**src/rtl/mesi_pkg.sv**
```systemverilog
// mesi_pkg: shared types and trace op codes for the MESI line controller
// Contents: MESI line states, trace op codes, bus ops, snoop responses, FSM states.
package mesi_pkg;

    typedef enum logic [1:0] {I, S, E, M} mesi_state_t;

    typedef logic [3:0] op_code_t;
    localparam op_code_t OP_RD   = 4'd0;
    localparam op_code_t OP_WR   = 4'd1;
    localparam op_code_t OP_IF   = 4'd2;
    localparam op_code_t OP_SINV = 4'd3;
    localparam op_code_t OP_SRD  = 4'd4;
    localparam op_code_t OP_SWR  = 4'd5;
    localparam op_code_t OP_SRFO = 4'd6;
    localparam op_code_t OP_CLR  = 4'd8;

    typedef enum logic [1:0] {READ, WRITE, INVALIDATE, RWIM} bus_op_t;

    typedef enum logic [1:0] {NOHIT, HIT, HITM} snoop_rsp_t;

    typedef enum logic [1:0] {ST_IDLE, ST_WB, ST_FILL, ST_RESP} fsm_state_t;

endpackage

```
**src/rtl/mesi_next_state.sv**
```systemverilog
// mesi_next_state: combinational MESI transition for one line and one trace op
// Ports:
//   cur_state_i    current MESI state of the addressed line
//   op_code_i      trace op code
//   op_hit_i       tag match from the tag array
//   snoop_rsp_i    other caches' response to our READ (decides S vs E on fill)
//   next_state_o   state to write back when the op retires
//   needs_wb_o     a WRITE of the current M line is required first
//   needs_fill_o   a READ / INVALIDATE / RWIM transaction is required
//   fill_op_o      which fill transaction to issue
//   snoop_result_o our response to a snoop op
module mesi_next_state
    import mesi_pkg::*;
(
    input  mesi_state_t cur_state_i,
    input  logic [3:0]  op_code_i,
    input  logic        op_hit_i,
    input  logic [1:0]  snoop_rsp_i,
    output mesi_state_t next_state_o,
    output logic        needs_wb_o,
    output logic        needs_fill_o,
    output bus_op_t     fill_op_o,
    output snoop_rsp_t  snoop_result_o
);
    logic vld;
    logic is_m;

    // a line only counts as present when the tag matches and it holds data
    assign vld  = op_hit_i && cur_state_i != I;
    assign is_m = cur_state_i == M;

    always_comb begin
        next_state_o   = cur_state_i;
        needs_wb_o     = 1'b0;
        needs_fill_o   = 1'b0;
        fill_op_o      = READ;
        snoop_result_o = NOHIT;
        case (op_code_i)
            OP_RD, OP_IF: if (!vld) begin
                needs_fill_o = 1'b1;
                needs_wb_o   = is_m;
                next_state_o = (snoop_rsp_i == HIT || snoop_rsp_i == HITM) ? S : E;
            end
            OP_WR: begin
                next_state_o = M;
                if (!vld || cur_state_i == S) begin
                    needs_fill_o = 1'b1;
                    needs_wb_o   = !vld && is_m;
                    fill_op_o    = vld ? INVALIDATE : RWIM;
                end
            end
            OP_SRD, OP_SRFO: if (vld) begin
                next_state_o   = op_code_i == OP_SRD ? S : I;
                needs_wb_o     = is_m;
                snoop_result_o = is_m ? HITM : HIT;
            end
            OP_SINV: if (vld && cur_state_i == S) begin
                next_state_o   = I;
                snoop_result_o = HIT;
            end
            OP_CLR: next_state_o = I;
            default: ;
        endcase
    end

endmodule

```
**src/rtl/mesi_line_ctrl.sv**
```systemverilog
// mesi_line_ctrl: MESI coherence controller for an N-line cache slice
// Ports:
//   clk, reset            clock; asynchronous active-low reset
//   op_valid/op_ready     trace op handshake (ready only in IDLE)
//   op_code/op_index/op_hit  trace op, addressed line, tag match
//   bus_req/bus_op/bus_ack   bus transaction handshake
//   snoop_rsp_in          other caches' response sampled on the READ ack
//   snoop_valid/snoop_result our snoop response, pulsed with done
//   done/line_state       retirement pulse and post-op state of the line
// Optional feature (macro MESI_STATS_EN): hit_cnt, miss_cnt, wb_cnt saturating
// counters of CPU hits, CPU misses and WRITE transactions at retirement.
module mesi_line_ctrl
    import mesi_pkg::*;
#(
    parameter int NUM_LINES = 16,
    parameter int IDX_W     = $clog2(NUM_LINES),
    parameter int CNT_W     = 16
) (
    input  logic             clk,
    input  logic             reset,
    input  logic             op_valid,
    output logic             op_ready,
    input  logic [3:0]       op_code,
    input  logic [IDX_W-1:0] op_index,
    input  logic             op_hit,
    output logic             bus_req,
    output logic [1:0]       bus_op,
    input  logic             bus_ack,
    input  logic [1:0]       snoop_rsp_in,
    output logic             snoop_valid,
    output logic [1:0]       snoop_result,
    output logic             done,
    output logic [1:0]       line_state
`ifdef MESI_STATS_EN
    ,
    output logic [CNT_W-1:0] hit_cnt,
    output logic [CNT_W-1:0] miss_cnt,
    output logic [CNT_W-1:0] wb_cnt
`endif
);
    fsm_state_t       fsm_q;
    mesi_state_t      arr_q [NUM_LINES];
    logic [3:0]       code_q;
    logic [IDX_W-1:0] idx_q;
    logic             hit_q;
    logic             bus_req_q;
    bus_op_t          bus_op_q;
    logic             done_q;
    logic             snoop_valid_q;
    snoop_rsp_t       snoop_result_q;
    mesi_state_t      line_state_q;

    logic             idle;
    logic             ack;
    logic             hit;
    logic             need_wb;
    logic             need_fill;
    logic             snoop_op;
    logic             clr;
    logic             retire;
    logic [3:0]       code;
    logic [IDX_W-1:0] idx;
    mesi_state_t      cur;
    mesi_state_t      nxt;
    bus_op_t          fill_op;
    snoop_rsp_t       snp;

    // in IDLE decide straight from the inputs so bus_req can rise the cycle
    // after accept; afterwards evaluate the registered op against the array,
    // which stays untouched until the op retires
    assign idle     = fsm_q == ST_IDLE;
    assign code     = idle ? op_code : code_q;
    assign idx      = idle ? op_index : idx_q;
    assign hit      = idle ? op_hit : hit_q;
    assign cur      = arr_q[idx];
    assign ack      = bus_ack & bus_req_q;
    assign snoop_op = code inside {OP_SINV, OP_SRD, OP_SWR, OP_SRFO};
    assign clr      = code == OP_CLR;
    assign retire   = idle ? (op_valid & ~need_wb & ~need_fill)
                           : (ack & ((fsm_q == ST_FILL) | ~need_fill));

    mesi_next_state u_next_state (
        .cur_state_i    (cur),
        .op_code_i      (code),
        .op_hit_i       (hit),
        .snoop_rsp_i    (snoop_rsp_in),
        .next_state_o   (nxt),
        .needs_wb_o     (need_wb),
        .needs_fill_o   (need_fill),
        .fill_op_o      (fill_op),
        .snoop_result_o (snp)
    );

    always_ff @(posedge clk or negedge reset) begin
        if (!reset) begin
            fsm_q          <= ST_IDLE;
            for (int i = 0; i < NUM_LINES; i++) arr_q[i] <= I;
            code_q         <= '0;
            idx_q          <= '0;
            hit_q          <= 1'b0;
            bus_req_q      <= 1'b0;
            bus_op_q       <= READ;
            done_q         <= 1'b0;
            snoop_valid_q  <= 1'b0;
            snoop_result_q <= NOHIT;
            line_state_q   <= I;
        end else begin
            done_q        <= retire;
            snoop_valid_q <= retire & snoop_op;
            case (fsm_q)
                ST_IDLE: if (op_valid) begin
                    code_q    <= op_code;
                    idx_q     <= op_index;
                    hit_q     <= op_hit;
                    fsm_q     <= need_wb ? ST_WB : need_fill ? ST_FILL : ST_RESP;
                    bus_req_q <= need_wb | need_fill;
                    bus_op_q  <= need_wb ? WRITE : fill_op;
                end
                ST_WB: if (ack) begin
                    bus_req_q <= 1'b0;
                    fsm_q     <= need_fill ? ST_FILL : ST_RESP;
                end
                // after a writeback bus_req is low here; raise it for the fill
                ST_FILL: if (ack) begin
                    bus_req_q <= 1'b0;
                    fsm_q     <= ST_RESP;
                end else if (!bus_req_q) begin
                    bus_req_q <= 1'b1;
                    bus_op_q  <= fill_op;
                end
                ST_RESP: fsm_q <= ST_IDLE;
            endcase
            if (retire) begin
                line_state_q   <= nxt;
                snoop_result_q <= snoop_op ? snp : NOHIT;
                if (clr) for (int i = 0; i < NUM_LINES; i++) arr_q[i] <= I;
                else arr_q[idx] <= nxt;
            end
        end
    end

    assign op_ready     = idle;
    assign bus_req      = bus_req_q;
    assign bus_op       = bus_op_q;
    assign done         = done_q;
    assign snoop_valid  = snoop_valid_q;
    assign snoop_result = snoop_result_q;
    assign line_state   = line_state_q;

`ifdef MESI_STATS_EN
    logic [CNT_W-1:0] hit_cnt_q;
    logic [CNT_W-1:0] miss_cnt_q;
    logic [CNT_W-1:0] wb_cnt_q;
    logic             cpu;
    logic             vld;

    assign cpu = code inside {OP_RD, OP_WR, OP_IF};
    assign vld = hit & (cur != I);

    always_ff @(posedge clk or negedge reset) begin
        if (!reset) begin
            hit_cnt_q  <= '0;
            miss_cnt_q <= '0;
            wb_cnt_q   <= '0;
        end else if (retire) begin
            hit_cnt_q  <= hit_cnt_q + CNT_W'(cpu & vld & (~&hit_cnt_q));
            miss_cnt_q <= miss_cnt_q + CNT_W'(cpu & ~vld & (~&miss_cnt_q));
            wb_cnt_q   <= wb_cnt_q + CNT_W'(need_wb & (~&wb_cnt_q));
        end
    end

    assign hit_cnt  = hit_cnt_q;
    assign miss_cnt = miss_cnt_q;
    assign wb_cnt   = wb_cnt_q;
`else
    logic unused_cnt_w;
    assign unused_cnt_w = |CNT_W;
`endif

endmodule

```
**config.mk**
```make
export PLATFORM = sky130hd
export DESIGN_NAME = mesi_line_ctrl
export DESIGN_NICKNAME = d
export VERILOG_FILES = /design/src/rtl/mesi_pkg.sv /design/src/rtl/mesi_next_state.sv /design/src/rtl/mesi_line_ctrl.sv
export SDC_FILE = /design/constraint.sdc
export NUM_CORES = 1
export LEC_CHECK = 0
export CAP_MARGIN = 10
export CORE_ASPECT_RATIO = 0.6
export CORE_MARGIN = 1
export CORE_UTILIZATION = 36
export DETAILED_ROUTE_END_ITERATION = 10
export SYNTH_ARGS = -nofsm -noshare
export SYNTH_HDL_FRONTEND = slang
export SYNTH_HIERARCHICAL = 1
export SYNTH_SLANG_ARGS = --single-unit
export TNS_END_PERCENT = 10
```
**constraint.sdc**
```tcl
create_clock -name clk -period 6.4 [get_ports clk]
set_clock_uncertainty 0.1 [all_clocks]
set_input_delay 1.28 -clock clk [delete_from_list [all_inputs] [get_ports clk]]
set_output_delay 1.28 -clock clk [all_outputs]
set_load 0.1 [all_outputs]
```
# [Word level (Yosys, flattened, before mapping)]
# Cells that the tools add are included.
[totals] mem_bits_rw=0 regBits=52 elab_cells=123 mem_count=0 latch_bits=0 in_bits=15 romBits=0
[classes] addsub=0 multipliers=0 n_lt_le_gt_ge=2 n_shift=0 n_bitwise=10 eq_ne=19 div=0 n_reduce_logical=19 mux=47
[op_table] operator="two-way mux 2 bit" n=20
[op_table] operator="bitwise mux 32 bit" n=1
[op_table] operator="two-way mux 32 bit" n=1
[op_table] operator="two-way mux 1 bit" n=14
[op_table] operator="equality test 4 x 3 -> 1 bit (second input constant)" n=3
[op_table] operator="inequality test 2 bit (second input constant)" n=5
[op_table] operator="case mux 2 bit (5 select lines)" n=1
[op_table] operator="binary-select mux 2 bit (select 4 bit)" n=1
[op_table] operator="demux 2 bit (select 4 bit)" n=1
[op_table] operator="equality test 2 bit (second input constant)" n=4
[op_table] operator="equality test 4 x 2 -> 1 bit (second input constant)" n=2
[op_table] operator="two-way mux 4 bit" n=2
[op_table] operator="case mux 2 bit (2 select lines)" n=2
[op_table] operator="case mux 2 bit (4 select lines)" n=1
[op_table] operator="equality test 2 x 1 -> 1 bit (second input constant)" n=3
[op_table] operator="case mux 1 bit (3 select lines)" n=2
[op_table] operator="AND reduction 3 bit" n=2
[op_table] operator="bitwise AND 1 bit" n=5
[op_table] operator=">= comparator 5 bit (second input constant)" n=1
[op_table] operator="less-than comparator 5 x 1 -> 1 bit (second input constant)" n=1
[op_table] operator="NOT 4 -> 5 bit" n=1
[op_table] operator="equality test 4 x 1 -> 1 bit (second input constant)" n=1
[op_table] operator="equality test 4 bit (second input constant)" n=1
[op_table] operator="logical AND 1 bit" n=4
[op_table] operator="13 further kinds" n=18

# [Longest topological paths before layout]
[depth] ltp_word=17 depth_mapped=19 depth_no_buf=13

# [Cells and area by module]
# The synthesis kept the hierarchy.
[modules_own_cells] module="mesi_line_ctrl" area_per_inst_um2=2966.6 cells_each=275 seq_area_each_um2=1301.2 instances=1
[modules_own_cells] module="mesi_next_state" area_per_inst_um2=327.8 cells_each=48 seq_area_each_um2=0.0 instances=1

# [Worst setup path before layout]
# Ideal clock, no wire load.
[synth_timing] path_type="reg-to-reg" from="reg fsm_q[0]" to="reg arr_q[12] (netlist name)" period_less_slack_ns=4.560 required_time_ns=6.171 stages_incl_launch_ff=18 t_arrival_ns=4.332 setup_time_ns=0.129 slack_ns=1.840 path_cell_list="dfrtp_1 > inv_1 > ha_1 > buf_6 > buf_12 > mux2i_2 > mux4_1 > a22oi_1 > o211ai_1 > o21a_1 > o22ai_1 > nor2b_1 > o32a_1 > buf_4 > clkinv_2 > nand3_2 > buf_2 > o22ai_1"
[synth_via] elab_chain_cells=16
[synth_rtl] item="start, declared" line_no="mesi_line_ctrl.sv:41" rtl="fsm_state_t fsm_q;"
[synth_rtl] item="start signal, assigned" line_no="mesi_line_ctrl.sv:115" rtl="fsm_q <= need_wb ? ST_WB : need_fill ? ST_FILL : ST_RESP;"
[synth_rtl] item="start signal, assigned" line_no="mesi_line_ctrl.sv:121" rtl="fsm_q <= need_fill ? ST_FILL : ST_RESP;"
[synth_rtl] item="logical NOT 2 bit *" line_no="mesi_line_ctrl.sv:71" rtl="assign idle = fsm_q == ST_IDLE;"
[synth_rtl] item="named net op_ready" line_no="mesi_line_ctrl.sv:22" rtl="output logic op_ready,"
[synth_rtl] item="two-way mux 4 bit *" line_no="mesi_line_ctrl.sv:73" rtl="assign idx = idle ? op_index : idx_q;"
[synth_rtl] item="NOT 4 -> 5 bit (implied by the code) *" line_no="mesi_line_ctrl.sv:75" rtl="assign cur = arr_q[idx];"
[synth_rtl] item="binary-select mux 2 bit (select 4 bit) *" line_no="mesi_line_ctrl.sv:75"
[synth_rtl] item="two-way mux 2 bit (implied by the code) * (2 in a row)" line_no="mesi_line_ctrl.sv:75"
[synth_rtl] item="named net cur[1]" line_no="mesi_line_ctrl.sv:63" rtl="mesi_state_t cur;"
[synth_rtl] item="nonzero test 2 bit" line_no="mesi_next_state.sv:29" rtl="assign vld = op_hit_i && cur_state_i != I;"
[synth_rtl] item="[... 2 more ...]"
[synth_rtl] item="logical OR 1 bit" line_no="mesi_next_state.sv:46" rtl="if (!vld || cur_state_i == S) begin"
[synth_rtl] item="two-way mux 1 bit" line_no="mesi_next_state.sv:46"
[synth_rtl] item="case mux 1 bit (2 select lines) *" line_no="mesi_next_state.sv:38" rtl="case (op_code_i)"
[synth_rtl] item="named net need_fill" line_no="mesi_line_ctrl.sv:57" rtl="logic need_fill;"
[synth_rtl] item="NOT 1 bit *" line_no="mesi_line_ctrl.sv:79, mesi_line_ctrl.sv:80"
[synth_rtl] item="OR 1 bit" line_no="mesi_line_ctrl.sv:80" rtl=": (ack & ((fsm_q == ST_FILL) | ~need_fill));"
[synth_rtl] item="bitwise AND 1 bit" line_no="mesi_line_ctrl.sv:80"
[synth_rtl] item="two-way mux 1 bit *" line_no="mesi_line_ctrl.sv:79" rtl="assign retire = idle ? (op_valid & ~need_wb & ~need_fill)"
[synth_rtl] item="end signal, assigned by index" line_no="mesi_line_ctrl.sv:137" rtl="else arr_q[idx] <= nxt;"
[synth_rtl] item="end, declared" line_no="mesi_line_ctrl.sv:42" rtl="mesi_state_t arr_q [NUM_LINES];"
# Mark *: on every way through the listed nets, which the timed path passes. The rest lies on a longest branch. The select of a mux whose other input is x is not followed.
# A chain may end at the register's enable or synchronous reset.

# [Worst setup path in the final report]
[layout_timing] from="in op_index[0]" to="reg arr_q[8] (netlist name)"
[layout_via] elab_chain_cells=15
[layout_rtl] item="start, declared" line_no="mesi_line_ctrl.sv:24" rtl="input logic [IDX_W-1:0] op_index,"
[layout_rtl] item="two-way mux 4 bit *" line_no="mesi_line_ctrl.sv:73"
[layout_rtl] item="NOT 4 -> 5 bit (implied by the code) *" line_no="mesi_line_ctrl.sv:75"
[layout_rtl] item="binary-select mux 2 bit (select 4 bit) *" line_no="mesi_line_ctrl.sv:75"
[layout_rtl] item="two-way mux 2 bit (implied by the code) * (2 in a row)" line_no="mesi_line_ctrl.sv:75"
[layout_rtl] item="named net cur[1]" line_no="mesi_line_ctrl.sv:63"
[layout_rtl] item="nonzero test 2 bit" line_no="mesi_next_state.sv:29"
[layout_rtl] item="logical AND 1 bit" line_no="mesi_next_state.sv:29"
[layout_rtl] item="logical NOT 1 bit"
[layout_rtl] item="logical OR 1 bit" line_no="mesi_next_state.sv:46"
[layout_rtl] item="two-way mux 1 bit" line_no="mesi_next_state.sv:46"
[layout_rtl] item="case mux 1 bit (2 select lines) *" line_no="mesi_next_state.sv:38"
[layout_rtl] item="named net need_fill" line_no="mesi_line_ctrl.sv:57"
[layout_rtl] item="NOT 1 bit *" line_no="mesi_line_ctrl.sv:79, mesi_line_ctrl.sv:80"
[layout_rtl] item="OR 1 bit" line_no="mesi_line_ctrl.sv:80"
[layout_rtl] item="bitwise AND 1 bit" line_no="mesi_line_ctrl.sv:80"
[layout_rtl] item="two-way mux 1 bit *" line_no="mesi_line_ctrl.sv:79"
# Marks and branches as above.

==> qor.tcl <==
set qor(run_status) {finished with violations}
set qor(violated_checks) {DRC}
set qor(tightestPinTransition_ps) 981
set qor(timing.final.max_slew_violations) 0
set qor(cts.sinks) 52
set qor(nNetsFinal) 357
set qor(netlist-cell-type-count) 61
set qor(i_o_pin_cnt) 25
set qor(cts_hold_buffers) 0
set qor(fp-row-count) 26
set qor(diode_count) 0
set qor(h-tree-depth) 2
set qor(place_inst) 443
set qor(initial_utilization) 0.379
set qor(dieArea_um2) 9550
set qor(number_of_flops_mapped_to_enable_cells_by_yosys) 0
set qor(critical_path_required_time_ps) 6450
set qor(worst_hold_path_type) {flip-flop to flip-flop}
set qor(fmaxAchievable_ghz) 0.177
set qor(grt_start_max_net_pins) 53
set qor(drtAntennaViolNets) 0
set qor(hold_violations) 0
set qor(clkLatencyLatePin_ps) 300
set qor(ys_seq_area_frac) 0.395
set qor(setup_tns_ps) 0
set qor(clkSlewWorstSetupHoldPaths_ps) 70
set qor(gr-total-overflow) 0
set qor(route.detailed.vias_per_inst) 5.96
set qor(syn_area_per_cell_um2) 10.2
set qor(tritoncts) {yes}
set qor(synth-seq-cells) 52
set qor(crit_path_start_kind) {input pin}
set qor(synth_net_count) 342
set qor(worst_slew_margin_rel) 0.344
set qor(worst-r2r-cell-count) 13
set qor(post_synth_inst_count) 323
set qor(die_w_um) 126
set qor(ctsResizeCount) 0
set qor(numPortBuffers) 24
set qor(estimated_wirelength_of_the_detail_placed_design_um) 6190
set qor(clock_tree.root_cell) {sky130_fd_sc_hd__clkbuf_16}
set qor(setup.worst_path.class) {input pin to flip-flop}
set qor(mappedNetlistArea_um2) 3290
set qor(global_route.usage.total) 0.182
set qor(drv.max_cap_violation_count) 0
set qor(grt_pass1_wl_um) 13400
set qor(cts_inserted_buffers) 5
set qor(synth_top_flop_cell) {sky130_fd_sc_hd__dfrtp_1}
set qor(routabilityCongestion) 0.913
set qor(final-setup-viol-count) 0
set qor(routed_wirelength_um) 8450
set qor(ctsLongestPathBuffers) 2
set qor(worst_setup_path_end_kind) {flip-flop}
set qor(worst_hold_slack_ps) 380
set qor(post_drt_wl_per_cell_um) 18.7
set qor(route.vias.total) 2687
set qor(placeableCoreArea_um2) 8690
set qor(leakage_nw) 1.48
set qor(grt_pass1_vias) 2337
set qor(total_power_w) 0.00214
set qor(grt_setup_unrepaired) {false}
set qor(power_per_cell_area_nw_per_um2) 578
set qor(whs_path_depth) 2
set qor(chipHeight_um) 76.1
set qor(finalWorstPathRequiredPeriod_ps) 5640
set qor(power.ir.vdd_worst_uv) 323
set qor(largest_fanout_of_any_net_on_the_critical_path) 18
set qor(grt_antenna_before_repair) 0
set qor(timing.critical_path.arrival_ps) 5700
set qor(detail_route.first_pass.iterations) 7
set qor(drcViolationCount) 2
set qor(yosysWarningCount) 6
set qor(post_route_cells_drive_above_1_share) 0.139
set qor(synth_async_sr_flop_share) 1.00
set qor(final.period_utilization) 0.881
set qor(post-cts-setup-buffer-count) 0
set qor(layoutNonFillerInstCount) 451
set qor(dr.first_iter.drc_count) 201
set qor(synth_to_final_area_change_pct) 12.5
==> registers in the layout, indices dropped and copies added (netlist names) <==
signal and count:
arr_q 32, code_q 4, idx_q 4, bus_op 2, fsm_q 2, line_state 2
snoop_result 2, bus_req 1, done 1, hit_q 1, snoop_valid 1
==> cells by family (layout without fill, tap and decap cells) <==
kind of cell / Yosys count / count (layout) / share of synthesized area
buffers and inverters: 33 / 49 / 0.0619
DFF: 52 / 52 / 0.395
and+or+nand+nor: 88 / 88 / 0.154
xor gates and xnor gates: 1 / 1 / 0.00266
muxes: 21 / 21 / 0.0919
adders and majority gates: 4 / 4 / 0.0152
AOI/OAI and AO/OA: 124 / 124 / 0.280
==> cells in the mapped netlist, drive strengths merged, types with 2 or more instances <==
cell type  instances  area (um^2)
o22ai             11         68.8
or3b               6         55.1
o21a               2         15.0
mux2              16          184
a22oi             16          125
nor4               2         27.5
or2                2         12.5
a21o               2         15.0
and3               2         12.5
o41ai              2         17.5
a211o              2         17.5
nand2             35          134
a21boi            10         75.1
nand3b             8         67.6
or3                2         12.5
inv               14         52.6
mux4               4          105
ha                 4         50.1
dfrtp             52         1300
nor3               6         30.0
a21oi             16         91.3
nand2b             4         25.0
o2bb2ai           25          225
nor2b              6         37.5
o211ai             2         15.0
a31oi              5         31.3
a22o               6         52.6
a2111oi            3         45.1
nor2               7         26.3
buf               17          143
o21ai             18         90.1
nand3              4         30.0
and2               2         15.0
==> area by class of cell <==
class                   instances  area [um^2]
clock inverters                 2         38.8
inverters                      15         57.6
well taps                     112          140
fillers                       818         4980
multi-input cells             238         1790
repair buffers                 26          250
clock buffers                   6          129
flip-flops and latches         52         1300
==> final timing paths <==
check | startpoint | endpoint | slack (ps)
max in group asynchronous | reset | arr_q[19] | 4750
worst max register to register | fsm_q[1] | arr_q[8] | 980
worst min register to register | line_state[1] | line_state[1] | 380
worst min-delay path | line_state[1] | line_state[1] | 380
worst max-delay path | op_index[0] | arr_q[8] | 760
min in group asynchronous | reset | bus_req | 990
==> stage by stage <==
step                area [um^2]   util  worst slack [ps]
floorplan                  3290      -              1840
global placement           3540  0.407               708
detailed placement         3540  0.407               538
CTS                        3710  0.427               844
global route               3710  0.427               375
finish                     3710  0.427               759
==> critical path, cell delays in order <==
cell,delay [ps]
sky130_fd_sc_hd__clkdlybuf4s50_1,520
sky130_fd_sc_hd__mux2i_2,450
sky130_fd_sc_hd__mux4_1,670
sky130_fd_sc_hd__a22oi_1,210
sky130_fd_sc_hd__o211ai_1,300
sky130_fd_sc_hd__o21a_1,300
sky130_fd_sc_hd__o22ai_1,290
sky130_fd_sc_hd__nor2b_1,180
sky130_fd_sc_hd__o32a_1,510
sky130_fd_sc_hd__clkinv_2,390
sky130_fd_sc_hd__nand3_2,440
sky130_fd_sc_hd__o22ai_1,150
==> layer usage <==
layer  GRT usage  up-vias  wire, um
met5           0        -         0
met4      0.0341        0        49
met3      0.0625        5       798
met2       0.209      123      2980
met1       0.304     1306      4620
li1            -     1253         -
==> power breakdown <==
| group | switching, W | total (W) | internal, W |
|---|---|---|---|
| combinational | 0.000832 | 0.00128 | 0.000450 |
| sequential | 0.0000872 | 0.000549 | 0.000462 |
| clock | 0.000125 | 0.000312 | 0.000186 |
| total | 0.00104 | 0.00214 | 0.00110 |
==> cell usage in the layout, fill, tap and decap left out, drive strengths merged, types with 3 or more instances in the layout <==
cell type	Yosys	layout
a2111oi	3	3
a21boi	10	10
a21oi	16	16
a22o	6	6
a22oi	16	16
a31oi	5	5
buf	17	3
clkbuf	1	6
clkdlybuf4s50	0	23
dfrtp	52	52
ha	4	4
inv	14	15
mux2	16	16
mux4	4	4
nand2	35	35
nand2b	4	4
nand3	4	4
nand3b	8	8
nor2	7	7
nor2b	6	6
nor3	6	6
o21ai	18	18
o22ai	11	11
o2bb2ai	25	25
or3b	6	6
(Power assumes the default switching activity.)
